[config.mk]
export PLATFORM = sky130hd
export DESIGN_NAME = data_serial_tx
export DESIGN_NICKNAME = d
export VERILOG_FILES = /design/src/rtl/data_serial_tx.sv
export SDC_FILE = /design/constraint.sdc
export NUM_CORES = 1
export LEC_CHECK = 0
export ABC_AREA = 1
export CAP_MARGIN = 20
export CORE_MARGIN = 3
export CORE_UTILIZATION = 25
export CTS_CLUSTER_DIAMETER = 100
export DETAILED_ROUTE_END_ITERATION = 8
export SYNTH_ARGS = -nofsm -noshare
export SYNTH_HDL_FRONTEND = slang
export SYNTH_SLANG_ARGS = --single-unit
[constraint.sdc]
create_clock -name clock_50 -period 1.6 [get_ports clock_50]
set_input_delay 0.32 -clock clock_50 [delete_from_list [all_inputs] [get_ports clock_50]]
set_output_delay 0.32 -clock clock_50 [all_outputs]
set_load 0.02 [all_outputs]
[src/rtl/data_serial_tx.sv]
// data_serial_tx - framed serial transmitter: sync pattern, MSB-first data, optional even parity, idle gap.
// Single holding register in front of a shift register so the next word can queue during a frame.
module data_serial_tx #(
  parameter int                     DATA_WIDTH   = 14,
  parameter int                     DIV          = 4,
  parameter int                     SYNC_LEN     = 4,
  parameter logic [SYNC_LEN-1:0]    SYNC_PATTERN = 4'b1010,
  parameter int                     PARITY_EN    = 1,
  parameter int                     GAP_BITS     = 1
) (
  input  logic                  clock_50,
  input  logic                  reset,
  input  logic [DATA_WIDTH-1:0] data_stand,
  input  logic                  data_valid,
  output logic                  data_ready,
  output logic                  tx_data,
  output logic                  tx_strobe,
  output logic                  busy,
  output logic                  frame_done
);

  localparam int TW   = (DIV > 2) ? $clog2(DIV) : 1;
  localparam int MAX1 = (DATA_WIDTH > SYNC_LEN) ? DATA_WIDTH : SYNC_LEN;
  localparam int MAXB = (MAX1 > GAP_BITS) ? MAX1 : GAP_BITS;
  localparam int CW   = $clog2(MAXB + 1);

  typedef enum logic [2:0] {
    S_IDLE,
    S_SYNC,
    S_DATA,
    S_PARITY,
    S_GAP
  } state_t;

  state_t                r_state;
  logic [TW-1:0]         r_timer;
  logic [CW-1:0]         r_bitcnt;
  logic [DATA_WIDTH-1:0] r_hold;
  logic                  r_hold_full;
  logic [DATA_WIDTH-1:0] r_shift;
  logic [SYNC_LEN-1:0]   r_sync;
  logic                  r_parity;

  logic w_accept;
  logic w_tick;
  logic w_gap_end;
  logic w_start;

  assign data_ready = ~r_hold_full & ~reset;
  assign w_accept   = data_valid & data_ready;
  assign w_tick     = (r_state != S_IDLE) && (r_timer == '0);
  assign w_gap_end  = (r_state == S_GAP) && w_tick && (r_bitcnt == CW'(GAP_BITS - 1));
  // A queued word starts either from IDLE or directly on the last gap edge.
  assign w_start    = r_hold_full && ((r_state == S_IDLE) || w_gap_end);

  always_ff @(posedge clock_50) begin
    if (reset) begin
      r_state     <= S_IDLE;
      r_timer     <= '0;
      r_bitcnt    <= '0;
      r_hold      <= '0;
      r_hold_full <= 1'b0;
      r_shift     <= '0;
      r_sync      <= '0;
      r_parity    <= 1'b0;
      tx_data     <= 1'b0;
      tx_strobe   <= 1'b0;
      busy        <= 1'b0;
      frame_done  <= 1'b0;
    end else begin
      frame_done <= w_gap_end;
      tx_strobe  <= 1'b0;

      if (w_accept) begin
        r_hold      <= data_stand;
        r_hold_full <= 1'b1;
      end else if (w_start) begin
        r_hold_full <= 1'b0;
      end

      if (r_state != S_IDLE && r_timer != '0) begin
        r_timer <= r_timer - 1'b1;
      end

      if (w_start) begin
        r_shift   <= r_hold;
        r_sync    <= SYNC_PATTERN << 1;
        r_parity  <= 1'b0;
        r_bitcnt  <= '0;
        r_state   <= S_SYNC;
        r_timer   <= TW'(DIV - 1);
        tx_data   <= SYNC_PATTERN[SYNC_LEN-1];
        tx_strobe <= 1'b1;
        busy      <= 1'b1;
      end else if (w_tick) begin
        r_timer   <= TW'(DIV - 1);
        tx_strobe <= 1'b1;
        r_bitcnt  <= r_bitcnt + 1'b1;
        case (r_state)
          S_SYNC: begin
            if (r_bitcnt == CW'(SYNC_LEN - 1)) begin
              r_state  <= S_DATA;
              r_bitcnt <= '0;
              tx_data  <= r_shift[DATA_WIDTH-1];
              r_parity <= r_parity ^ r_shift[DATA_WIDTH-1];
              r_shift  <= r_shift << 1;
            end else begin
              tx_data <= r_sync[SYNC_LEN-1];
              r_sync  <= r_sync << 1;
            end
          end
          S_DATA: begin
            if (r_bitcnt == CW'(DATA_WIDTH - 1)) begin
              r_bitcnt <= '0;
              if (PARITY_EN != 0) begin
                r_state <= S_PARITY;
                tx_data <= r_parity;
              end else begin
                r_state <= S_GAP;
                tx_data <= 1'b0;
              end
            end else begin
              tx_data  <= r_shift[DATA_WIDTH-1];
              r_parity <= r_parity ^ r_shift[DATA_WIDTH-1];
              r_shift  <= r_shift << 1;
            end
          end
          S_PARITY: begin
            r_state  <= S_GAP;
            r_bitcnt <= '0;
            tx_data  <= 1'b0;
          end
          S_GAP: begin
            tx_data <= 1'b0;
            if (r_bitcnt == CW'(GAP_BITS - 1)) begin
              r_state   <= S_IDLE;
              r_bitcnt  <= '0;
              tx_strobe <= 1'b0;
              busy      <= 1'b0;
            end
          end
          default: begin
            r_state <= S_IDLE;
            busy    <= 1'b0;
            tx_data <= 1'b0;
          end
        endcase
      end
    end
  end

endmodule

# After elaboration in Yosys (flattened, before gate mapping)
# Index checks and enable logic that the tools add are counted.
[classes] add_sub_neg=2 n_eq_ne=16 n_mux=40 bitwise_logic=6 reduce_logical=26
[ops] op="two-way mux 14 bit" count=4
[ops] op="one-hot mux 14 bit (2 select lines)" count=1
[ops] op="two-way mux 3 bit" count=7
[ops] op="two-way mux 1 bit" count=17
[ops] op="one-hot mux 4 bit (4 select lines)" count=1
[ops] op="AND reduction 4 bit" count=4
[ops] op="two-way mux 4 bit" count=3
[ops] op="one-hot mux 3 bit (4 select lines)" count=1
[ops] op="nonzero test 2 bit" count=5
[ops] op="inequality test 3 bit, second input constant" count=3
[ops] op="AND reduction 3 bit" count=3
[ops] op="nonzero test 3 bit" count=3
[ops] op="inequality test 2 bit, second input constant" count=4
[ops] op="equality test 3 x 2 -> 1 bit, second input constant" count=2
[ops] op="two-way mux 2 bit" count=3
[ops] op="one-hot mux 1 bit (2 select lines)" count=3
[ops] op="logical AND 1 bit" count=5
[ops] op="adder 4 x 1 -> 4 bit, second input constant" count=1
[ops] op="equality test 4 x 2 -> 1 bit, second input constant" count=1
[ops] op="equality test 4 bit, second input constant" count=1
[ops] op="zero test 4 bit" count=1
[ops] op="inequality test 2 x 1 -> 1 bit, second input constant" count=2
[ops] op="equality test 3 x 1 -> 1 bit, second input constant" count=1
[ops] op="equality test 3 bit, second input constant" count=1
[ops] op="other kinds (10)" count=13
[totals] regBits=45 input_bits=17 out_inout_bits=5

# Depth between registers and ports, before layout
[logic_depth] depth_word=8 ltp_mapped=11

# Worst setup path before layout
# Ideal clock, no wire load.
[synth_timing] path_type="register -> register" startpoint="register r_bitcnt[0]" endpoint="register r_shift[13]" setup_time_ns=0.064 arrival_ns=1.414 slack_ns=0.122 path_stages_with_launch=11 synth_period_minus_slack_ns=1.478 cell_sequence="dfxtp_1 -> inv_1 -> ha_1 -> nand2_2 -> nor2_1 -> nand2_1 -> nand2_2 -> nor2_4 -> buf_6 -> nor2_1 -> nor2_1"
[synth_between] elab_chain_cells=6 elab_cells_between_ends=12
[synth_lines] element="start, declared" line_no="37" text="logic [CW-1:0] r_bitcnt;"
[synth_lines] element="start signal, assigned" line_no="98" text="r_bitcnt <= r_bitcnt + 1'b1;"
[synth_lines] element="zero test 4 bit" line_no="52" text="assign w_gap_end = (r_state == S_GAP) && w_tick && (r_bitcnt == CW'(GAP_BITS - 1));"
[synth_lines] element="logical AND 1 bit" line_no="52"
[synth_lines] element="logical OR 1 bit" line_no="54" text="assign w_start = r_hold_full && ((r_state == S_IDLE) || w_gap_end);"
[synth_lines] element="logical AND 1 bit" line_no="54"
[synth_lines] element="inequality test 3 bit (no line), or another cell as far along"
[synth_lines] element="AND reduction 4 bit (no line)"
[synth_lines] element="end signal, assigned" line_no="86" text="r_shift <= r_hold;"
[synth_lines] element="end signal, assigned" line_no="106" text="r_shift <= r_shift << 1;"
[synth_lines] element="end signal, assigned" line_no="125" text="r_shift <= r_shift << 1;"
[synth_lines] element="end, declared" line_no="40" text="logic [DATA_WIDTH-1:0] r_shift;"
# Several ways; a longest one is shown, not always the timed one.
# A chain may end at the register's enable or synchronous reset.

# Worst setup path in the final report
[layout_timing] startpoint="register tx_strobe" endpoint="output tx_strobe"
[layout_lines] element="start, declared" line_no="17" text="output logic tx_strobe,"
[layout_lines] element="start signal, assigned" line_no="67" text="tx_strobe <= 1'b0;"
[layout_lines] element="start signal, assigned" line_no="72" text="tx_strobe <= 1'b0;"
[layout_lines] element="start signal, assigned" line_no="93" text="tx_strobe <= 1'b1;"
# No word-level cell between the ends.

==> results.txt <==
The overall power after layout came out at 5.44 mW. The via-per-instance ratio came out at 4.49. The fraction of power spent switching nets came out at approximately 44%. The net switching power came out at roughly 2.4 mW. The worst-case headroom to the max-slew limit came out at between 80% and 90%. The largest net degree at the start of global routing is 32. The synthesized design spends more area on one cell type than any other, namely dfxtp_1.

Dividing the detail-routed wire length by the instance count gives approximately 11 um. The clock passes through at most 2 buffers. Compared with the post-synthesis result, the final layout area differs by 28.6%.

The count of state elements after synthesis came out at 45. Of all nets on the critical path, the largest fanout is 1. The area of the mapped netlist is approximately 0.0023 mm2. The fraction of final layout cells with drive strength greater than 1 is between 10% and 20%.

The number of design rule violations left after detail routing is 0. The number of cell rows is 34. The fraction of power consumed by sequential logic came out at a little under a third. The max-cap check violation count is 0. Summed over its instances, the top area cell type makes up between 30% and 40% of the synthesized netlist area.

The overall die width came out at 102 um. The combinational power share came out at between 50% and 60%. The worst voltage drop across the vdd grid is 0.000784 V. The synthesis warning total is 0. The initial standard-cell utilization of the core came out at about a quarter. The number of different library cells in the post-synthesis netlist is 28. The run finished with clean final reports. Leaving out fill and tap cells, the most frequent cell in the layout is nand2_1. The signal on the critical path passes through clkdlybuf4s50_1. The total global routing track utilization came out at around 10%. The total power density per cell area came out at 1860 mW/mm2. The total nets after synthesis is approximately 360. The detailed-placement wirelength estimate is approximately 3600 um. The number of setup violations in the final report is 0.

The area inside the core boundary came out at slightly below 0.009 mm2. The via count of the first global-routing pass is ~2,000. Before antenna repair, the detailed router went through 4 iterations. In the synthesized netlist the dominant register cell turns out to be dfxtp_1. The cts-stage hold buffer count is 0. The highest achievable clock rate is 0.651 GHz. The number of enable-type register cells in the synthesized netlist came out at 0. The clock arrives with roughly 6.4 ps of skew.

After synthesis, the share of flip-flops with an asynchronous set or reset is 0%. The number of sinks on the clock net came out at 45. TritonCTS built the clock tree. The placer's final routability congestion estimate came out at roughly 0.85. Data on the critical path is required at its endpoint by ~1300 ps. The number of instances in the placed design came out at 470. By startpoint and endpoint, the worst setup path is classified as flop to primary output. The internal power summed over all cells came out at between 3 and 4 mW. The number of hold-slack violations in the final timing report was 0. The worst setup path is launched from a flop. The worst hold path belongs to the class flop to flop. The number of antenna violations at the first check in global routing is 0. The root buffer cell chosen for the clock tree is clkbuf_8.

The delay contributed by the slowest stage of the critical path is ~600 ps. The number of buffers and inverters on the critical path is 1. In this run, the clock network consumes roughly 14% of the power.

The area of the die is roughly 0.010 mm2. The static leakage came out at between 1 and 1.5 nW. Leaving out fill and tap cells, the most frequent cells in the layout are 86 x nand2_1, 46 x nor2_1, 44 x nand3_1, 42 x dfxtp_1, 28 x inv_1. The H-tree level count came out at 2.

The number of inserted diodes is 0. The number of design-rule violations left by the first detailed-router iteration is 95. The number of instances in the synthesized netlist came out at 337. The first global-routing pass estimated around 8700 um of wire. After clock tree synthesis, the clock-pin slew on the worst setup and hold paths is 90 ps. At the worst endpoint, the arrival time is approximately 1200 ps.

In this run the remaining antenna-violating nets after routing total 0. In the post-synthesis netlist, the biggest area contributors are dfxtp_1 39%, nand2_1 15%, nand3_1 10%. The transition at the pin with the smallest max-transition slack came out at 289 ps. Input and output buffers added on the ports amount to 21. The number of top-level design ports is 22. The number of nets in the layout came out at 392.

The mean cell area of the mapped netlist is ~6.8 um2. The total wire length is approximately 5100 um. The total count of max-transition violations in the final report is 0.

The family with the most delay on the worst path is buffers and inverters. The worst setup path is captured at a primary output. The clock latency reported for the late side of the worst-skew pair came out at around 300 ps. The height of the die is around 100 um.

The post-layout instance count excluding filler cells is between 400 and 500. The overflow left after global routing is 0. The final critical path takes up a little over nine tenths of the cycle. Setup repair after global routing could not meet its margin everywhere.

Subtracting the final worst setup slack from the clock period gives ~1500 ps. The via count is 2,153. For this design, the slowest cell found on the critical path is clkdlybuf4s50_1. The number of CTS-inserted buffers is 5. After synthesis, flip-flops and latches occupy between 30% and 40% of the total area.
-- synth_stat cells (all sizes together), types with 2 or more instances --
master   n
nor3     2
dfxtp   45
ha       4
buf     10
clkbuf   4
nand3   49
xor2     2
nor2    55
a21oi    8
inv     33
o21ai   23
nand2   97
-- kinds of logic (layout without fill, tap and decap cells) --
logic type               Yosys count  count (layout)  synth area share (%)
AND/OR/NAND/NOR                  205             205                  40.1
AO/OA/AOI/OAI                     34              34                  8.22
flip-flops                        45              45                  39.5
XOR/XNOR                           2               2                 0.768
buffers and inverters             47              82                  9.27
adder cells (fa/ha/maj)            4               4                  2.19
-- state kept, by name (all words and copies together) (netlist names) --
name         cells
busy             1
r_bitcnt         4
tx_data          1
r_shift         14
r_hold_full      1
r_parity         1
tx_strobe        1
frame_done       1
r_hold          14
r_state          3
r_sync           2
r_timer          2
-- routing by layer --
layer,share of wire [%],track usage (%),wire length [um]
met2,45,17.3,2290
met3,3.7,1.65,188
met1,50,13.4,2520
met5,0,0,0
met4,1.6,3.68,80
-- layout make-up --
| class | instances | area, um2 |
|---|---|---|
| fill | 916 | 5870 |
| multi-input combinational | 245 | 1250 |
| sequential | 45 | 905 |
| timing repair buffer | 41 | 414 |
| tap | 108 | 135 |
| inverter | 33 | 131 |
| clock buffer | 7 | 96.3 |
| clock inverter | 1 | 5.00 |
-- worst paths after layout --
check               endpoint  depth (start not counted)         from  slack (ps)
setup reg to reg  r_state[0]                         10  r_bitcnt[1]          70
setup / recovery   tx_strobe                          1    tx_strobe          60
hold / removal    r_shift[0]                          2   r_shift[0]         470
hold reg to reg   r_shift[0]                          2   r_shift[0]         470
-- through the flow --
step | hold slack (ps) | TNS, ps | worst slack (ps) | utilization (%) | cell area, um2
floorplan | 433 | 0 | 122 | - | 2280
global placement | 454 | -169 | -169 | 31.0 | 2730
detailed placement | 458 | -161 | -161 | 31.0 | 2730
CTS | 470 | 0 | 5.07 | 32.2 | 2830
global route | 492 | -33.1 | -16.0 | 33.3 | 2930
finish | 468 | 0 | 63.5 | 33.3 | 2930
-- timing repair --
action                                  in CTS  in global routing
gates resized for setup                      3                 27
buffers inserted                             0                  2
pin swaps                                    0                  3
endpoints found under the setup margin       4                 26
-- power groups by stage --
stage	Clock (mW)	Combinational (mW)	Sequential, mW
final	0.777	3.00	1.66
after global routing	0.841	3.38	1.71
after CTS	0.800	2.82	1.64
after detailed placement	0	2.81	1.66
after global placement	0	2.78	1.65
after floorplan	0	2.01	1.66
Note: power is estimated with default switching activity, not from simulation.
